$ cat src/rtl/rr_mux_reg.sv
// rr_mux_reg: N-channel registered multiplexer with round-robin arbitration
// and valid/ready handshakes on every input channel and on the output.
//
// Optional feature macro: RR_MUX_FORCE_SEL_EN
//   When defined, force_en/force_sel ports exist. While force_en is high, the
//   grant is force_sel if that channel exists and is valid; otherwise there is
//   no grant. Forced grants leave the round-robin pointer untouched.
//   When undefined, the block is pure round-robin.
//
// Pointer r_ptr holds the highest-priority channel. It always stays in
// 0..N-1 because it only ever loads 0 or (grant + 1) with an explicit wrap.
module rr_mux_reg #(
  parameter  int N     = 4,
  parameter  int WIDTH = 8,
  localparam int CW    = $clog2(N)
) (
  input  logic                 clk,
  input  logic                 rst,
  input  logic [N*WIDTH-1:0]   in_data,
  input  logic [N-1:0]         in_valid,
  output logic [N-1:0]         in_ready,
  output logic [WIDTH-1:0]     out_data,
  output logic                 out_valid,
  input  logic                 out_ready,
  output logic [CW-1:0]        out_ch
`ifdef RR_MUX_FORCE_SEL_EN
  ,
  input  logic                 force_en,
  input  logic [CW-1:0]        force_sel
`endif
);

  // Registered state
  logic [WIDTH-1:0] r_out_data;
  logic [CW-1:0]    r_out_ch;
  logic             r_out_valid;
  logic [CW-1:0]    r_ptr;

  // Combinational arbitration results
  logic             w_load;
  logic             w_rr_found;
  logic [CW-1:0]    w_rr_idx;
  logic             w_gnt_found;
  logic [CW-1:0]    w_gnt_idx;
  logic             w_forced;
  logic [WIDTH-1:0] w_sel_data;
  logic [CW-1:0]    w_ptr_next;
  logic [N-1:0]     w_in_ready;

  // Rotating priority search starting at ptr. Returns {found, index}.
  // The candidate index is ptr+k with a compare-and-subtract wrap, so N
  // need not be a power of two. CW+1 bits are enough since ptr+k <= 2N-2.
  function automatic logic [CW:0] f_rr_pick(
    input logic [N-1:0]  valid,
    input logic [CW-1:0] ptr
  );
    logic [CW:0]   cand;
    logic [CW-1:0] idx;
    logic          found;
    found = 1'b0;
    idx   = {CW{1'b0}};
    for (int k = 0; k < N; k++) begin
      cand = {1'b0, ptr} + (CW+1)'(k);
      if (cand >= (CW+1)'(N)) begin
        cand = cand - (CW+1)'(N);
      end else begin
        cand = cand;
      end
      if (!found && valid[cand[CW-1:0]]) begin
        found = 1'b1;
        idx   = cand[CW-1:0];
      end else begin
        found = found;
      end
    end
    return {found, idx};
  endfunction

  // Load enable: register empty or being drained; never during reset.
  always_comb begin
    w_load = !rst && (!r_out_valid || out_ready);
  end

  // Round-robin candidate from the current pointer.
  always_comb begin
    {w_rr_found, w_rr_idx} = f_rr_pick(in_valid, r_ptr);
  end

  // Final grant: round-robin, optionally overridden by the forced select.
  always_comb begin
    w_forced    = 1'b0;
    w_gnt_found = w_rr_found;
    w_gnt_idx   = w_rr_idx;
`ifdef RR_MUX_FORCE_SEL_EN
    if (force_en) begin
      w_forced    = 1'b1;
      w_gnt_found = 1'b0;
      w_gnt_idx   = force_sel;
      // Only an existing, valid channel can be forced.
      for (int i = 0; i < N; i++) begin
        if ((force_sel == CW'(i)) && in_valid[i]) begin
          w_gnt_found = 1'b1;
        end else begin
          w_gnt_found = w_gnt_found;
        end
      end
    end else begin
      w_forced = 1'b0;
    end
`endif
  end

  // Data mux for the granted channel.
  always_comb begin
    w_sel_data = {WIDTH{1'b0}};
    for (int i = 0; i < N; i++) begin
      if (w_gnt_idx == CW'(i)) begin
        w_sel_data = in_data[i*WIDTH +: WIDTH];
      end else begin
        w_sel_data = w_sel_data;
      end
    end
  end

  // Next pointer: one past the grant, wrapping explicitly at N-1.
  always_comb begin
    if (w_gnt_idx == CW'(N-1)) begin
      w_ptr_next = {CW{1'b0}};
    end else begin
      w_ptr_next = w_gnt_idx + CW'(1);
    end
  end

  // One-hot acknowledge to the granted channel, only when loading.
  always_comb begin
    w_in_ready = {N{1'b0}};
    for (int i = 0; i < N; i++) begin
      w_in_ready[i] = w_load && w_gnt_found && (w_gnt_idx == CW'(i));
    end
  end

  // Output register and round-robin pointer update.
  always_ff @(posedge clk) begin
    if (rst) begin
      r_out_data  <= {WIDTH{1'b0}};
      r_out_ch    <= {CW{1'b0}};
      r_out_valid <= 1'b0;
      r_ptr       <= {CW{1'b0}};
    end else if (w_load) begin
      if (w_gnt_found) begin
        r_out_data  <= w_sel_data;
        r_out_ch    <= w_gnt_idx;
        r_out_valid <= 1'b1;
        if (!w_forced) begin
          r_ptr <= w_ptr_next;
        end else begin
          r_ptr <= r_ptr;
        end
      end else begin
        // Drained with nothing to refill: empty the register, hold the rest.
        r_out_valid <= 1'b0;
      end
    end else begin
      // Stalled: hold everything.
      r_out_valid <= r_out_valid;
    end
  end

  assign in_ready  = w_in_ready;
  assign out_data  = r_out_data;
  assign out_ch    = r_out_ch;
  assign out_valid = r_out_valid;

endmodule

$ cat config.mk
export PLATFORM = sky130hd
export DESIGN_NAME = rr_mux_reg
export DESIGN_NICKNAME = d
export VERILOG_FILES = /design/src/rtl/rr_mux_reg.sv
export SDC_FILE = /design/constraint.sdc
export NUM_CORES = 1
export LEC_CHECK = 0
export BUFFER_PORTS_ARGS = -buffer_cell sky130_fd_sc_hd__buf_2
export CAP_MARGIN = 20
export CORE_ASPECT_RATIO = 1.1
export CORE_MARGIN = 2
export CORE_UTILIZATION = 46
export DETAILED_ROUTE_END_ITERATION = 10
export MAX_ROUTING_LAYER = met4
export PLACE_DENSITY = 0.95
export RECOVER_POWER = 100
export SLEW_MARGIN = 0
export SYNTH_ARGS = -nofsm -noshare
export SYNTH_HDL_FRONTEND = slang
export SYNTH_SLANG_ARGS = --single-unit
$ cat constraint.sdc
create_clock -name clk -period 5.7 [get_ports clk]
set_clock_uncertainty 0.05 [all_clocks]
set_input_delay 0.855 -clock clk [delete_from_list [all_inputs] [get_ports clk]]
set_output_delay 0.855 -clock clk [all_outputs]
set_load 0.1 [all_outputs]
==> results of run 1 <==
## cells in the mapped netlist
master / instances
inv_1: 11
and2_4: 3
a21o_1: 1
nand2b_1: 1
ha_1: 4
dfxtp_1: 13
a31oi_1: 7
nor2_1: 3
nor4_4: 1
a211o_1: 7
a21oi_2: 7
and2_1: 1
o21ba_2: 1
nor3_4: 1
or2b_1: 1
o32ai_1: 1
a21oi_1: 5
a22oi_1: 1
clkbuf_1: 4
a221oi_1: 7
buf_6: 2
o21ai_1: 1
nor2b_1: 4
nand3_1: 1
nand2_1: 11
buf_2: 2
o21ai_0: 4
o211ai_1: 3
and2b_1: 2
or2_2: 1
## final cells by class
cell class,instances,share of cell area (%)
Multi-Input combinational cell,79,47.8
Sequential cell,13,22.3
Timing Repair Buffer,53,21.2
Inverter,11,3.54
Tap cell,27,2.90
Clock buffer,4,2.26
## tightest hold or removal path: cells and delay by family, from the launching register on
family | cells | cell delay, ns
compound gates | 2 | 0.15
flops | 1 | 0.32
## report_power, final
group | internal [W] | switching [W]
Sequential | 0.000108 | 0.0000130
Combinational | 0.0000691 | 0.000202
Clock | 0.0000271 | 0.0000284
Total | 0.000204 | 0.000243
## routing by layer
layer	global-route usage (%)	vias up	wire (um)
met1	23.7	431	1040
met2	35.9	56	1120
met3	7.07	6	216
met5	-	-	0
met4	10.2	0	53
li1	-	499	-
## cell families (layout without fill, tap and decap cells)
group           Yosys count  after routing  synth area share [%]
fa+ha+maj                 4              4                  5.43
compound gates           45             45                  36.3
flops                    13             13                  28.3
simple gates             30             30                  20.4
buf+inv                  19             68                  9.65
## worst max-delay path by stage
stage / slack (ns) / cells past startpoint / start / endpoint
floorplan: 2.35 / 5 / in_valid[2] / in_ready[0]
detailed placement: 1.96 / 7 / in_valid[2] / in_ready[1]
finish: 1.30 / 6 / in_valid[2] / in_ready[0]
global placement: 2.03 / 6 / in_valid[2] / in_ready[2]
CTS: 1.95 / 7 / in_valid[2] / in_ready[1]
global route: 1.12 / 6 / in_valid[2] / in_ready[2]
## state kept, by name, summed over array words and instances, names as in the netlist
| name | count |
|---|---|
| out_data | 8 |
| out_ch | 2 |
| r_ptr | 2 |
| out_valid | 1 |
## through the flow
step | worst slack [ns] | total power, W | cells | hold slack [ns]
after floorplan | 2.35 | 0.000347 | 111 | 0.453
after global placement | 2.03 | 0.000390 | 183 | 0.441
after detailed placement | 1.96 | 0.000397 | 183 | 0.450
after CTS | 1.95 | 0.000453 | 187 | 0.463
after global routing | 1.12 | 0.000471 | 187 | 0.485
final | 1.30 | 0.000447 | 187 | 0.466
==> run metrics, run 1 <==
Final Setup Violations=0; Final ANT Viol Nets=0; f_max=between 0.2 and 0.25 GHz; Avg WL per Cell=between 10 and 15 um; worst-path cell chain=clkbuf_1, nor4_1, or2_2, ha_1, and2_1, clkbuf_1; vias per inst=about 5.3; Area after DPL=approximately 1200 sq um; Post-Syn Area=921 sq um; post-CTS sizing=0; worst-case reg-to-reg path depth=7; WP buf/inv=2; hold_buf cts=0; Worst VDD drop=between 0.0002 and 0.00025 V; Port Buf Inserts=53; max incr delay on CP=1.09 ns; Worst Path Arrival=3.49 ns; Synth area leaders=dfxtp_1 (28%), a211o_1 (6.7%), a21oi_2 (6.7%); Post-Synthesis Cells=~110; RSZ-0062 raised after global routing=false; row cnt=16; CP max FO=7; final count of hold timing violations=0; Critical-path top delay cell=nor4_1; DP HPWL=~1800 um; worst slew pin tran=about 1.3 ns; Multi-input gate area=about 560 sq um; hold depth=2; most frequent cell on the critical path=clkbuf_1; global placement routability congestion=about 0.83; max-slew violation count=0; post-synth top area share=28.3%; Reg-to-Reg Start=r_ptr[1]; P_leak=~0.55 nW; clock slew at the register clock pins of the worst setup and hold paths=about 0.070 ns; fill count=184; sequential cell area fraction in the yosys report=between 20% and 30%; reg-to-reg slack, setup=a little over 3 ns; Area Overhead vs Synth=26.5%; WP data required=4.80 ns; Setup crit start kind=input pin; Reg area=approximately 260 sq um; IO Pins=between 50 and 60; Unique masters post-synth=30; Mapped Nets=~150; share of cells above drive strength 1=about 34%; routed via count=992; Die Area=approximately 2400 sq um; Cell Pwr Density=about 380 nW/um^2; antenna cells=0; design area=around 1200 sq um; Final Util=63.2%; core area=roughly 1800 sq um; status=complete, no violations; HP Start=out_data[2]; vias in the first global route=898; die width=46.7 um; most common cell after layout, fill and taps aside=buf_2; Initial Util=approximately 50%; GRT Overall Usage=22.0%; setup_tns=0 ns; first-pass GRT wire length=3680 um; Setup CP Type=in2out; H-tree levels=1; final period utilization=between 70% and 80%; Avg Cell Area, Syn=between 8 and 9 sq um; crit path capture type=output port; Root Driver=clkbuf_4; initial detailed-routing violation count=20; grt total ovfl=0; #FFs+latches synth=13; TritonRoute pass-1 iters=4; Worst-Skew Late Latency=0.27 ns; Hold Path Sink=out_data[2]; CTS tree=yes; dominant cell type by area after synthesis=dfxtp_1; final critical-path required period=between 4 and 5 ns; antenna violations before repair=0; commonest cells after routing, fill and taps aside=buf_2 (38), clkbuf_1 (16), dfxtp_1 (13), inv_1 (11), nand2_1 (11); reg-to-reg endpoint=out_data[4]; Rel. slew slack=11.9%; fin nets=just over 200; Clock Path Buffers=2; total CTS buffers=3; post-CTS setup buffers=0; largest net degree at the start of global routing=24; Hold Path Class=reg2reg; Clock Sinks=13; Routed WL=2430 um; synth warn=0; max cap viols=0; DR DRC count=0; delay-heaviest family, CP=simple AND/OR/NAND/NOR gates; Die Y=between 50 and 60 um
No activity file was read; power rests on OpenSTA's default activity.
==> inputs of run 2 (changes only) <==
- CORE_UTILIZATION: 46 -> 39
- PLACE_DENSITY: 0.95 -> 0.87
- clock period: 5.7 -> 4 ns (I/O delays scaled with it)
==> run metrics, run 2 (synthesis results as in run 1) <==
status=complete, no violations (unchanged); die width=50.3 um (was 46.7 um); Root Driver=clkbuf_4 (unchanged); RSZ-0062 raised after global routing=false (unchanged); largest net degree at the start of global routing=18 (was 24); Hold Path Class=reg2reg (unchanged); hold depth=2 (unchanged); crit path capture type=output port (unchanged); Routed WL=2490 um (was 2430 um); Final Setup Violations=0 (unchanged); setup_tns=0 ns (unchanged); f_max=approximately 0.30 GHz; Rel. slew slack=20.6% (was 11.9%); hold_ws=0.460 ns (was 0.466 ns); share of cells above drive strength 1=35.2% (was 33.8%); Area after DPL=1190 sq um (was 1170 sq um); Cell Pwr Density=536 nW/um^2 (was 384 nW/um^2); Worst Path Arrival=2.71 ns (was 3.49 ns); final critical-path required period=3.36 ns; initial detailed-routing violation count=12 (was 20); Clock Sinks=13 (unchanged); vias in the first global route=973 (was 898); post-CTS setup buffers=0 (unchanged); H-tree levels=1 (unchanged); commonest cells after routing, fill and taps aside=buf_2 (37), clkbuf_1 (16), dfxtp_1 (13), inv_1 (11), nand2_1 (11) (was buf_2 (38), clkbuf_1 (16), dfxtp_1 (13), inv_1 (11), nand2_1 (11)); Worst-Skew Late Latency=0.28 ns (was 0.27 ns); routed via count=1030 (was 992); HP Start=out_data[3] (was out_data[2]); DP HPWL=1970 um (was 1830 um); hold_buf cts=0 (unchanged); antenna cells=0 (unchanged); max reg flops=8 (unchanged); Area Overhead vs Synth=30.2% (was 26.5%); post-CTS sizing=0 (unchanged); Die Area=2770 sq um (was 2380 sq um); antenna violations before repair=0 (unchanged); CP max FO=4 (was 7); clock slew at the register clock pins of the worst setup and hold paths=0.07 ns (about the same); fin nets=206 (was 204); Avg WL per Cell=13.0 um (about the same); Setup CP Type=in2out (unchanged); vias per inst=5.36 (was 5.30); first-pass GRT wire length=3880 um (was 3680 um); fin worst setup slack=0.636 ns (was 1.30 ns); Hold Path Sink=out_data[3] (was out_data[2]); grt total ovfl=0 (unchanged); CTS tree=yes (unchanged); Clock Path Buffers=2 (unchanged); dpl ws=0.803 ns (was 1.96 ns); Final ANT Viol Nets=0 (unchanged); global placement routability congestion=0.801 (was 0.833); most common cell after layout, fill and taps aside=buf_2 (unchanged); max cap viols=0 (unchanged); IO Pins=54 (unchanged); design area=1200 sq um (was 1160 sq um); reg-to-reg endpoint=out_data[0] (was out_data[4]); Initial Util=40.9% (was 50.0%); worst slew pin tran=1.20 ns (was 1.31 ns); GRT Overall Usage=19.8% (was 22.0%); Final Util=53.2% (was 63.2%); total CTS buffers=3 (unchanged); core area=2250 sq um (was 1840 sq um); TritonRoute pass-1 iters=4 (unchanged); Port Buf Inserts=53 (unchanged); Setup crit start kind=input pin (unchanged); P_leak=0.562 nW (was 0.549 nW); WP data required=3.35 ns (was 4.80 ns); row cnt=18 (was 16); final count of hold timing violations=0 (unchanged); Die Y=55.0 um (was 50.9 um); worst-case reg-to-reg path depth=7 (unchanged); reg-to-reg slack, setup=1.51 ns (was 3.11 ns); Worst VDD drop=0.000317 V (was 0.000227 V); Reg-to-Reg Start=r_ptr[1] (unchanged); max-slew violation count=0 (unchanged); final period utilization=~84%; DR DRC count=0 (unchanged)
[run 2: cell count changes in the layout (fill, tap and decap cells not counted), sizes merged]
cell	before	now
clkbuf	19	20
buf	38	39
[run 2: worst max-delay path, stage by stage]
cell and delay, ns:
clkbuf_1 0.12, or2b_1 0.18, a21oi_1 0.04, o32ai_1 0.50, ha_1 0.28, and2_1 0.13
clkbuf_1 0.86
[run 2: metrics by stage]
| stage | cells | power [W] |
|---|---|---|
| finish | 192 | 0.000642 |
| CTS | 192 | 0.000652 |
| global route | 192 | 0.000679 |
| detailed placement | 188 | 0.000569 |
| floorplan | 111 | 0.000494 |
| global placement | 188 | 0.000560 |
[run 2: worst max-delay path by stage]
| stage | startpoint | end | slack [ns] |
|---|---|---|---|
| 2_1_floorplan | in_valid[2] | in_ready[0] | 1.16 |
| 3_3_place_gp | in_valid[2] | in_ready[2] | 0.86 |
| 3_5_place_dp | in_valid[2] | in_ready[2] | 0.80 |
| 4_1_cts | in_valid[2] | in_ready[2] | 0.79 |
| 5_1_grt | in_valid[2] | in_ready[0] | 0.49 |
| 6_report | in_valid[2] | in_ready[0] | 0.64 |
[run 2: power breakdown]
group | internal, W | total (W) | switching, W
registers | 0.000153 | 0.000171 | 0.0000175
clock network | 0.0000387 | 0.0000822 | 0.0000435
logic | 0.000101 | 0.000389 | 0.000288
total | 0.000293 | 0.000642 | 0.000349
[run 2: area by class of cell]
class	instances	area [sq um]
multi-input combinational	79	572
sequential	13	260
timing repair buffer	55	262
inverter	11	41.3
clock buffer	4	26.3
tap	30	37.5
fill	230	1050
[run 2: routing by layer]
metal / part of all wire, % / routed length [um] / global-route usage [%]
met1: 40 / 984 / 19.7
met2: 48 / 1200 / 36.6
met3: 9.5 / 237 / 6.18
met4: 2.5 / 62 / 8.11
met5: 0 / 0 / -
==> inputs of run 3 (changes only) <==
- CORE_UTILIZATION: 39 -> 43
- PLACE_DENSITY: 0.87 -> 0.9
- clock period: 4 -> 3.1 ns (I/O delays scaled with it)
==> run metrics, run 3 (synthesis results as in run 1) <==
hold depth=2 (unchanged); fill count=191 (was 230); Worst Path Arrival=2.40 ns (was 2.71 ns); CP max FO=22 (was 4); Final Util=60.0% (was 53.2%); reg-to-reg slack, setup=0.52 ns (was 1.51 ns); post-CTS sizing=0 (unchanged); Area Overhead vs Synth=31.7% (was 30.2%); Reg-to-Reg Start=r_ptr[1] (unchanged); max cap viols=0 (unchanged); Setup CP Type=in2out (unchanged); IO Pins=54 (unchanged); vias in the first global route=947 (was 973); die width=48.1 um (was 50.3 um); dpl ws=0.267 ns (was 0.803 ns); worst slew pin tran=1.17 ns (was 1.20 ns); hold_buf cts=0 (unchanged); DR DRC count=0 (unchanged); routed via count=1032 (was 1030); clock slew at the register clock pins of the worst setup and hold paths=0.08 ns (was 0.07 ns); H-tree levels=1 (unchanged); initial detailed-routing violation count=14 (was 12); global placement routability congestion=0.768 (was 0.801); Multi-input gate area=538 sq um (was 572 sq um); CTS tree=yes (unchanged); worst-case reg-to-reg path depth=7 (unchanged); vias per inst=5.40 (was 5.36); GRT Overall Usage=20.8% (was 19.8%); most common cell after layout, fill and taps aside=buf_2 (unchanged); Area after DPL=1240 sq um (was 1190 sq um); Initial Util=45.6% (was 40.9%); fin worst setup slack=0.187 ns (was 0.636 ns); max-slew violation count=0 (unchanged); row cnt=17 (was 18); Final ANT Viol Nets=0 (unchanged); total power=0.000834 W (was 0.000642 W); WP data required=2.58 ns (was 3.35 ns); RSZ-0062 raised after global routing=false (unchanged); share of cells above drive strength 1=33.7% (was 35.2%); largest net degree at the start of global routing=23 (was 18); final critical-path required period=just under 3 ns; grt total ovfl=0 (unchanged); post-CTS setup buffers=0 (unchanged); Worst-Skew Late Latency=0.27 ns (was 0.28 ns); total CTS buffers=3 (unchanged); antenna violations before repair=0 (unchanged); Hold Path Class=in2reg (was reg2reg); f_max=approximately 0.34 GHz; setup_tns=0 ns (unchanged); final period utilization=a little over nine tenths; antenna cells=0 (unchanged); final count of hold timing violations=0 (unchanged); Worst VDD drop=0.000406 V (was 0.000317 V); TritonRoute pass-1 iters=4 (unchanged); Hold Path Sink=out_valid (was out_data[3]); Die Area=2530 sq um (was 2770 sq um); status=complete, no violations (unchanged); Reg area=260 sq um (unchanged); Clock Sinks=13 (unchanged); Port Buf Inserts=53 (unchanged); fin nets=207 (was 206); Cell Pwr Density=688 nW/um^2 (was 536 nW/um^2); first-pass GRT wire length=3670 um (was 3880 um); design area=1210 sq um (was 1200 sq um); Routed WL=2460 um (was 2490 um); Rel. slew slack=22.6% (was 20.6%); P_leak=0.570 nW (was 0.562 nW); core area=2020 sq um (was 2250 sq um); max reg flops=8 (unchanged); reg-to-reg endpoint=out_data[7] (was out_data[0]); DP HPWL=1990 um (was 1970 um); Root Driver=clkbuf_4 (unchanged); Die Y=52.5 um (was 55.0 um); Avg WL per Cell=12.9 um (was 13.0 um); commonest cells after routing, fill and taps aside=buf_2 (38), clkbuf_1 (14), dfxtp_1 (13), inv_1 (11), nand2_1 (11) (was buf_2 (37), clkbuf_1 (16), dfxtp_1 (13), inv_1 (11), nand2_1 (11)); Final Setup Violations=0 (unchanged); Clock Path Buffers=2 (unchanged); crit path capture type=output port (unchanged); HP Start=rst (was out_data[3]); Setup crit start kind=input pin (unchanged)
==> run 3: changes by cell type in the layout (fill, tap and decap cells not counted), sizes merged <==
cell,previous run,this run
clkbuf,20,18
buf,39,42
==> run 3: metal layers <==
metal / wire [um] / share of wire, % / global-route usage, % / vias to the layer above
met5: 0 / 0 / - / -
met4: 24 / 0.98 / 3.60 / 0
met3: 170 / 6.9 / 5.52 / 2
met2: 1250 / 51 / 39.6 / 52
met1: 1020 / 41 / 20.5 / 473
li1: - / - / - / 505
==> run 3: final cells by class <==
class	instances	area share (%)
flip-flops and latches	13	21.5
clock buffers	4	2.17
inverters	11	3.41
well taps	28	2.89
multi-input cells	79	44.4
repair buffers	56	25.7
==> run 3: how the worst max path moves through the flow <==
stage,startpoint,end,slack [ns]
3_5_place_dp,in_valid[2],out_data[7],0.27
6_report,in_valid[3],in_ready[1],0.19
4_1_cts,in_valid[2],in_ready[2],0.31
3_3_place_gp,in_valid[2],out_data[0],0.41
5_1_grt,r_ptr[1],in_ready[2],0.06
2_1_floorplan,out_valid,in_ready[0],0.51
==> run 3: critical path, cell delays in order <==
cell      delay (ns)
buf_2           0.12
nor4_1          0.48
clkbuf_1        0.24
nor3_1          0.10
clkbuf_1        0.43
and2_0          0.37
buf_12          0.18
==> run 3: stage by stage <==
step                hold WS, ns  cells
floorplan                 0.453    111
global placement          0.440    187
detailed placement        0.458    187
CTS                       0.356    191
global route              0.331    191
finish                    0.331    191
==> run 3: power by group <==
part           internal (W)  leakage [nW]  switching [W]
logic              0.000138         0.447       0.000370
clock network     0.0000498        0.0150      0.0000540
registers          0.000198         0.109      0.0000236
